File: src/rtl/uart_cmd_pkg.sv
// uart_cmd_pkg: shared constants and types for the UART command decoder.
//   - ASCII codes recognised by the decoder (framing, digits, command letters)
//   - decoder state encoding
//   - helper that folds two BCD digits into a 7-bit binary value
package uart_cmd_pkg;

  localparam logic [7:0] ASCII_HASH = 8'h23;
  localparam logic [7:0] ASCII_CR   = 8'h0D;
  localparam logic [7:0] ASCII_LF   = 8'h0A;
  localparam logic [7:0] ASCII_0    = 8'h30;
  localparam logic [7:0] ASCII_9    = 8'h39;
  localparam logic [7:0] ASCII_R_UC = 8'h52;
  localparam logic [7:0] ASCII_R_LC = 8'h72;
  localparam logic [7:0] ASCII_C_UC = 8'h43;
  localparam logic [7:0] ASCII_C_LC = 8'h63;
  localparam logic [7:0] ASCII_U_UC = 8'h55;
  localparam logic [7:0] ASCII_U_LC = 8'h75;
  localparam logic [7:0] ASCII_D_UC = 8'h44;
  localparam logic [7:0] ASCII_D_LC = 8'h64;

  typedef enum logic [1:0] {
    ST_IDLE = 2'd0,
    ST_DIG1 = 2'd1,
    ST_DIG2 = 2'd2,
    ST_TERM = 2'd3
  } state_t;

  // tens*10 + ones; both inputs are 0..9 so the result (max 99) fits 7 bits.
  function automatic logic [6:0] bcd_pair_to_bin(input logic [3:0] tens,
                                                 input logic [3:0] ones);
    return ({3'b000, tens} * 7'd10) + {3'b000, ones};
  endfunction

endpackage

File: src/rtl/uart_cmd_decoder_if.sv
// uart_cmd_decoder_if: first-word-fall-through RX FIFO read port.
//   rx_data  : head byte, valid whenever rx_empty = 0
//   rx_empty : FIFO empty flag
//   rx_pop   : one-cycle pop strobe, head byte consumed in the same cycle
// master = FIFO side, slave = consumer (decoder) side.
interface uart_cmd_decoder_if;
  logic [7:0] rx_data;
  logic       rx_empty;
  logic       rx_pop;

  modport master (output rx_data, output rx_empty, input rx_pop);
  modport slave  (input rx_data, input rx_empty, output rx_pop);
endinterface

File: src/rtl/cmd_timeout_cnt.sv
// cmd_timeout_cnt: clear/enable up-counter with a terminal-count pulse.
//   clk, rst : clock, asynchronous active-low reset
//   clr      : synchronous clear (has priority over en)
//   en       : count enable
//   tc       : high while enabled, not cleared, and the count equals
//              TIMEOUT_CLKS-1
module cmd_timeout_cnt #(
  parameter int unsigned TIMEOUT_CLKS = 100_000_000,
  parameter int unsigned CNT_W        = 27
) (
  input  logic clk,
  input  logic rst,
  input  logic clr,
  input  logic en,
  output logic tc
);

  localparam logic [CNT_W-1:0] TC_VAL = CNT_W'(TIMEOUT_CLKS - 1);

  logic [CNT_W-1:0] cnt_q;

  always_ff @(posedge clk or negedge rst) begin
    if (!rst) begin
      cnt_q <= '0;
    end else if (clr) begin
      cnt_q <= '0;
    end else if (en) begin
      cnt_q <= cnt_q + CNT_W'(1);
    end
  end

  assign tc = en && !clr && (cnt_q == TC_VAL);

endmodule

File: src/rtl/uart_cmd_decoder.sv
// uart_cmd_decoder: turns bytes from an RX FIFO into control pulses.
//   clk, rst      : clock, asynchronous active-low reset
//   rx            : FIFO read port (rx_data, rx_empty, rx_pop)
//   btn_run/clear/up/down : one-cycle pulses for R/C/U/D (either case)
//   set_value     : value from "#d" or "#dd" + CR/LF, held between strobes
//   set_valid     : one-cycle strobe accompanying a new set_value
//   cmd_err       : one-cycle strobe for a rejected byte or a timeout
//   busy          : high while a '#' sequence is in progress
module uart_cmd_decoder
  import uart_cmd_pkg::*;
#(
  parameter int unsigned TIMEOUT_CLKS = 100_000_000,
  parameter int unsigned CNT_W        = 27
) (
  input  logic                clk,
  input  logic                rst,
  uart_cmd_decoder_if.slave   rx,
  output logic                btn_run,
  output logic                btn_clear,
  output logic                btn_up,
  output logic                btn_down,
  output logic [6:0]          set_value,
  output logic                set_valid,
  output logic                cmd_err,
  output logic                busy
);

  state_t     state_q, state_d;
  logic       ready_q;
  logic       pop_q;
  logic       pop;
  logic [3:0] d1_q, d1_d, d0_q, d0_d;
  logic [6:0] set_value_d;
  logic       run_d, clear_d, up_d, down_d, set_valid_d, err_d;
  logic       tmo_tc;

  logic [7:0] byte_in;
  logic       is_digit;
  logic       is_eol;
  logic [3:0] digit_val;

  // ready_q holds off the first pop until one edge after reset release;
  // pop_q forces a gap cycle after every pop.
  assign pop       = ready_q && !rx.rx_empty && !pop_q;
  assign rx.rx_pop = pop;
  assign busy      = (state_q != ST_IDLE);

  assign byte_in   = rx.rx_data;
  assign is_digit  = (byte_in >= ASCII_0) && (byte_in <= ASCII_9);
  assign is_eol    = (byte_in == ASCII_CR) || (byte_in == ASCII_LF);
  assign digit_val = 4'(byte_in - ASCII_0);

  cmd_timeout_cnt #(
    .TIMEOUT_CLKS (TIMEOUT_CLKS),
    .CNT_W        (CNT_W)
  ) u_timeout (
    .clk (clk),
    .rst (rst),
    .clr (pop || (state_q == ST_IDLE)),
    .en  (state_q != ST_IDLE),
    .tc  (tmo_tc)
  );

  // A pop takes priority over a coincident timeout.
  always_comb begin
    state_d     = state_q;
    d1_d        = d1_q;
    d0_d        = d0_q;
    set_value_d = set_value;
    run_d       = 1'b0;
    clear_d     = 1'b0;
    up_d        = 1'b0;
    down_d      = 1'b0;
    set_valid_d = 1'b0;
    err_d       = 1'b0;

    if (pop) begin
      unique case (state_q)
        ST_IDLE: begin
          case (byte_in)
            ASCII_R_UC, ASCII_R_LC: run_d   = 1'b1;
            ASCII_C_UC, ASCII_C_LC: clear_d = 1'b1;
            ASCII_U_UC, ASCII_U_LC: up_d    = 1'b1;
            ASCII_D_UC, ASCII_D_LC: down_d  = 1'b1;
            ASCII_HASH:             state_d = ST_DIG1;
            ASCII_CR, ASCII_LF:     ;
            default:                err_d   = 1'b1;
          endcase
        end
        ST_DIG1: begin
          if (is_digit) begin
            d1_d    = digit_val;
            state_d = ST_DIG2;
          end else begin
            err_d   = 1'b1;
            state_d = ST_IDLE;
          end
        end
        ST_DIG2: begin
          if (is_digit) begin
            d0_d    = digit_val;
            state_d = ST_TERM;
          end else if (is_eol) begin
            set_value_d = {3'b000, d1_q};
            set_valid_d = 1'b1;
            state_d     = ST_IDLE;
          end else begin
            err_d   = 1'b1;
            state_d = ST_IDLE;
          end
        end
        ST_TERM: begin
          if (is_eol) begin
            set_value_d = bcd_pair_to_bin(d1_q, d0_q);
            set_valid_d = 1'b1;
          end else begin
            err_d = 1'b1;
          end
          state_d = ST_IDLE;
        end
        default: state_d = ST_IDLE;
      endcase
    end else if (tmo_tc) begin
      err_d   = 1'b1;
      state_d = ST_IDLE;
    end
  end

  always_ff @(posedge clk or negedge rst) begin
    if (!rst) begin
      state_q   <= ST_IDLE;
      ready_q   <= 1'b0;
      pop_q     <= 1'b0;
      d1_q      <= '0;
      d0_q      <= '0;
      set_value <= '0;
      btn_run   <= 1'b0;
      btn_clear <= 1'b0;
      btn_up    <= 1'b0;
      btn_down  <= 1'b0;
      set_valid <= 1'b0;
      cmd_err   <= 1'b0;
    end else begin
      state_q   <= state_d;
      ready_q   <= 1'b1;
      pop_q     <= pop;
      d1_q      <= d1_d;
      d0_q      <= d0_d;
      set_value <= set_value_d;
      btn_run   <= run_d;
      btn_clear <= clear_d;
      btn_up    <= up_d;
      btn_down  <= down_d;
      set_valid <= set_valid_d;
      cmd_err   <= err_d;
    end
  end

endmodule

File: src/flat_wrapper.sv
// flat-port wrapper written by rule: the top's interface ports become plain ports
module uart_cmd_decoder_flat import uart_cmd_pkg::*;
#(
  parameter int unsigned TIMEOUT_CLKS = 100_000_000,
  parameter int unsigned CNT_W        = 27
)
  (clk, rst, btn_run, btn_clear, btn_up, btn_down, set_value, set_valid, cmd_err, busy, rx_rx_data, rx_rx_empty, rx_rx_pop);
  uart_cmd_decoder_if rx_i ();
  input  logic clk;
  input  logic rst;
  output logic btn_run;
  output logic btn_clear;
  output logic btn_up;
  output logic btn_down;
  output logic [6:0] set_value;
  output logic set_valid;
  output logic cmd_err;
  output logic busy;
  input wire logic [$bits(rx_i.rx_data)-1:0] rx_rx_data;
  input wire logic [$bits(rx_i.rx_empty)-1:0] rx_rx_empty;
  output wire logic [$bits(rx_i.rx_pop)-1:0] rx_rx_pop;
  assign rx_i.rx_data = rx_rx_data;
  assign rx_i.rx_empty = rx_rx_empty;
  assign rx_rx_pop = rx_i.rx_pop;
  uart_cmd_decoder #(.TIMEOUT_CLKS(TIMEOUT_CLKS), .CNT_W(CNT_W)) u_core (.clk(clk), .rst(rst), .rx(rx_i), .btn_run(btn_run), .btn_clear(btn_clear), .btn_up(btn_up), .btn_down(btn_down), .set_value(set_value), .set_valid(set_valid), .cmd_err(cmd_err), .busy(busy));
endmodule
File: config.mk
export PLATFORM = sky130hd
export DESIGN_NAME = uart_cmd_decoder_flat
export DESIGN_NICKNAME = d
export VERILOG_FILES = /design/src/rtl/uart_cmd_pkg.sv /design/src/rtl/uart_cmd_decoder_if.sv /design/src/rtl/cmd_timeout_cnt.sv /design/src/rtl/uart_cmd_decoder.sv /design/src/flat_wrapper.sv
export SDC_FILE = /design/constraint.sdc
export NUM_CORES = 1
export LEC_CHECK = 0
export CORE_ASPECT_RATIO = 0.9
export CORE_MARGIN = 2
export CORE_UTILIZATION = 62
export DETAILED_ROUTE_END_ITERATION = 8
export GPL_ROUTABILITY_DRIVEN = 0
export PLACE_DENSITY_LB_ADDON = 0.25
export SLEW_MARGIN = 30
export SYNTH_ARGS = -nofsm -noshare
export SYNTH_HDL_FRONTEND = slang
export SYNTH_SLANG_ARGS = --single-unit
File: constraint.sdc
create_clock -name clk -period 5.4 [get_ports clk]
set_clock_uncertainty 0.05 [all_clocks]
set_input_delay 0.81 -clock clk [delete_from_list [all_inputs] [get_ports clk]]
set_output_delay 0.81 -clock clk [all_outputs]
set_load 0.01 [all_outputs]
# Yosys cells after proc, flatten, opt, wreduce, memory -nomap -nowiden
# Cells that the tools add are included.
# W data, S select, Z words.
totals:
  wordCells: 97
  inputBits: 11
  ff_bits: 52
op_classes:
  mux: 35
  n_lt_le_gt_ge: 2
  eq_ne: 19
  n_mul: 1
  reduce_logical: 24
  addsub: 3
ops:
  columns: ["op", "n"]
  rows:
  - ["$eq A8 B7 Y1 const B", 8]
  - ["$mux W27", 2]
  - ["$add A27 B1 Y27 const B", 1]
  - ["$eq A27 B27 Y1 const B", 1]
  - ["$mux W1", 21]
  - ["$mux W7", 3]
  - ["$eq A8 B4 Y1 const B", 2]
  - ["$pmux W7 S2", 1]
  - ["$reduce_or A11 Y1", 1]
  - ["$mux W2", 5]
  - ["$eq A8 B6 Y1 const B", 1]
  - ["$ge A8 B6 Y1 const B", 1]
  - ["$le A8 B6 Y1 const B", 1]
  - ["$pmux W2 S4", 1]
  - ["$reduce_bool A2 Y1", 4]
  - ["$reduce_or A2 Y1", 4]
  - ["$add A7 B4 Y7", 1]
  - ["$mul A4 B3 Y6 const B", 1]
  - ["$reduce_and A3 Y1", 2]
  - ["$logic_and A1 B1 Y1", 5]
  - ["$reduce_and A5 Y1", 1]
  - ["$eq A2 B2 Y1 const B", 2]
  - ["$ne A2 B1 Y1 const B", 2]
  - ["$pmux W1 S4", 1]
  - ["9 further kinds", 12]

# Logic depth before layout (Yosys ltp)
logic_depth:
  depth_word: 9
  ltp_mapped: 8

# Hierarchy
# Synthesis repeated with hierarchy kept, for this count alone.
unflattened:
  hier_cells: 282
  area_unflattened_um2: 2916.5
by_module_without_submodules:
  columns: ["module", "area_per_inst_um2", "n_inst", "cells_per_inst"]
  rows:
  - ["cmd_timeout_cnt", 1458.9, 1, 152]
  - ["uart_cmd_decoder", 1457.6, 1, 130]

# Worst setup path before layout
# No wires, ideal clock.
synth_path:
  path_kind: "in2out"
  start: "input rx_rx_empty"
  end: "output rx_rx_pop"
  t_arrival_ns: 1.656
  n_path_buf: 2
  required_time_ns: 4.540
  cell_stages: 4
  slack_ns: 2.884
  cell_sequence: "or3b_1 clkbuf_1 inv_1 clkbuf_1"
synth_between:
  elab_chain_cells: 3
synth_lines:
  columns: ["element", "line", "text"]
  rows:
  - ["start, declared", "flat_wrapper.sv:20", "input wire logic [$bits(rx_i.rx_empty)-1:0] rx_rx_empty;"]
  - ["$logic_not A1 Y1", "uart_cmd_decoder.sv:44", "assign pop = ready_q && !rx.rx_empty && !pop_q;"]
  - ["$logic_and A1 B1 Y1 (2 in a row)", "uart_cmd_decoder.sv:44", null]
  - ["end, declared", "flat_wrapper.sv:21", "output wire logic [$bits(rx_i.rx_pop)-1:0] rx_rx_pop;"]
# Every way passes these cells.

# Worst setup path after layout
# Same ends and word-level chain as after synthesis.

==> metrics.txt <==
status finished, final reports clean; Core Rows 23; most common cell after layout, fill and taps aside dfrtp_1; Area growth syn-to-layout 13.6%; Final Hold Fails 0; IO Pins 26; syn_nets 304; Pint 0.544 mW; largest net degree at the start of global routing 53; hold_buf cts 0; ant diodes 0; number of synthesized register bits 52; antenna violations before repair 0; critical path required time 4.54 ns; fin cells 369; f_max 293 MHz; Clock power frac 30.4%; root buffer cell clkbuf_8; Final Slew Violations 0; CTS tree yes; # placed instances 361; Rel. slew slack 57.0%; most frequent cells in the layout 52 x dfrtp_1, 24 x clkdlybuf4s50_1, 23 x nor2_1; H-tree Lvls 2; combinational fraction of design power 13.9%; mapped cell area 2820 sq um; Switch Pwr 0.199 mW; Die Area 5110 sq um; vias per cell 5.83; final setup TNS 0 ns; crit start category input pin; crit path max fanout 12; fin crit period 3.42 ns; Ys Warns 0; synthesized instance count 284; Pleak 1.40 nW; post-CTS repair timing setup buffer count 0; pwr/cell area 232 nW/um^2; ys flop type dfrtp_1; Seq/Total Area, Yosys 46.1%; Reg power frac 55.7%; 1st-pass router iterations 5; vias in the first global route 2063; CP Capture Type output port; share of cells above drive strength 1 6.51%; clock sink count 52; Worst EP arrival 2.56 ns; drt wl/cell 14.9 microns; number of synthesized flops with an enable pin 0; overall power 0.743 mW; worst-skew pair later-pin latency 0.30 ns; switching share of total power 26.8%; Worst-path clk slew 0.09 ns; gr usage total 24.2%; maximum clock path buffer count 2; Initial Utilization 63.7%; final wirelength 5490 microns; GR Overflow Total 0; antenna viol nets, final 0; Die Span Y 68.0 microns; Hold Path Class reg2reg; Die X 75.1 microns; Setup-failing EPs final 0; Slew @ Worst Pin 0.646 ns; Post-synth ARST share 100%; 1st-iter DRT viols 184; via count 2150; final period utilization 63.3%; Core ar. 4430 sq um; Max rail drop VDD 0.167 mV; post-CTS resize count 0; critical path class in2out; RSZ-0062 raised after global routing false; quantity of I/O buffers inserted on ports 25; cts bufs inserted 5; HPWL after DPL 3950 microns; global-route wire length before repair 9400 microns; Mean Syn Cell Area 9.94 sq um; # nets final 326; DRC Markers 0; Synth cell types 49; maxcap violations 0
## synth_stat cells (2+ instances only)
library cell	count	share of area, %
mux2_1	5	2.0
nand4_1	9	2.0
o211ai_1	2	0.53
clkbuf_1	9	1.2
and4_1	4	1.2
o21ai_0	8	1.4
o311ai_0	2	0.62
nor2_1	23	3.1
nor3_1	7	1.2
a21oi_1	13	2.3
or3_1	8	1.8
dfrtp_1	52	46
nor3b_1	2	0.53
o31ai_1	4	1.1
or4_1	7	1.9
and2_1	4	0.89
mux2_2	4	1.6
xor2_1	8	2.5
and3_1	3	0.66
mux2i_1	9	3.2
nor2b_1	7	1.6
inv_1	16	2.1
nor4bb_1	3	1.1
nand2_1	17	2.3
ha_1	7	3.1
nor4b_1	3	0.93
nand3b_1	2	0.53
nand3_1	11	1.9
xnor2_1	9	2.8
a41o_1	2	0.71
buf_2	2	0.35
nor4_1	4	0.89
fa_1	2	1.4
## power by group through the flow
stage | Combinational (mW) | Clock, mW | Sequential (mW)
final | 0.103 | 0.226 | 0.414
after global placement | 0.102 | 0 | 0.420
after floorplan | 0.0650 | 0 | 0.414
after global routing | 0.117 | 0.245 | 0.416
after CTS | 0.104 | 0.235 | 0.413
after detailed placement | 0.104 | 0 | 0.421
## path summary, 6_finish.rpt
check                                     startpoint                         end  slack (ns)  depth (start not counted)
max in group asynchronous                        rst  u_core.u_timeout.cnt_q[13]        4.30                          2
max                                      rx_rx_empty                   rx_rx_pop        1.98                          4
min                        u_core.u_timeout.cnt_q[0]   u_core.u_timeout.cnt_q[0]        0.44                          1
min in group asynchronous                        rst               u_core.btn_up        0.56                          2
max reg2reg                           u_core.d1_q[1]         u_core.set_value[6]        3.15                          8
min reg2reg                u_core.u_timeout.cnt_q[0]   u_core.u_timeout.cnt_q[0]        0.44                          1
## state kept, by name (all words and copies together), names as in the netlist
signal and count:
u_core.set_value 7, u_core.set_valid 1, u_core.btn_run 1, u_core.cmd_err 1, u_core.btn_down 1, u_core.pop_q 1, u_core.btn_clear 1, u_core.d1_q 4
u_core.d0_q 4, u_core.ready_q 1, u_core.state_q 2, u_core.btn_up 1, u_core.u_timeout.cnt_q 27
## critical path, cell delays in order
cell	delay [ns]
clkdlybuf4s50_1	0.41
or3b_1	0.48
inv_1	0.27
clkdlybuf4s50_1	0.59
## metal layers
| metal | share of wire, % | vias up | track usage (%) | routed length [microns] |
|---|---|---|---|---|
| met3 | 3.9 | 2 | 4.57 | 216 |
| met2 | 46 | 32 | 38.6 | 2540 |
| met4 | 0.24 | 0 | 4.17 | 13 |
| met1 | 50 | 1057 | 35.0 | 2730 |
| li1 | - | 1059 | - | - |
| met5 | 0 | - | 0 | 0 |
## stage by stage
stage                     setup WS, ns  util [%]  instance area, sq um  hold WS (ns)
after global placement            2.00      70.3                  3110         0.425
after global routing              1.90      72.4                  3210         0.484
after floorplan                   2.88         -                  2820         0.405
final                             1.98      72.4                  3210         0.443
after CTS                         1.98      72.4                  3210         0.442
after detailed placement          1.98      70.3                  3110         0.430
## area by class of cell
type                       count  area, sq um
multi-input combinational    204         1420
sequential                    52         1300
fill                         357         1220
timing repair buffer          27          260
clock buffer                   6         82.6
tap                           62         77.6
inverter                      16         60.1
clock inverter                 2         10.0
## cells by family (layout without fill, tap and decap cells)
family / count (synthesis) / count (layout) / share of synthesized area [%]
flip-flops: 52 / 52 / 46.1
buffers and inverters: 28 / 51 / 3.81
AND/OR/NAND/NOR: 122 / 122 / 24.9
XOR/XNOR: 17 / 17 / 5.27
adder cells (fa/ha/maj): 9 / 9 / 4.52
other: 1 / 1 / 0.133
multiplexers: 18 / 18 / 6.78
AO/OA/AOI/OAI: 37 / 37 / 8.51
(Power assumes the default switching activity.)
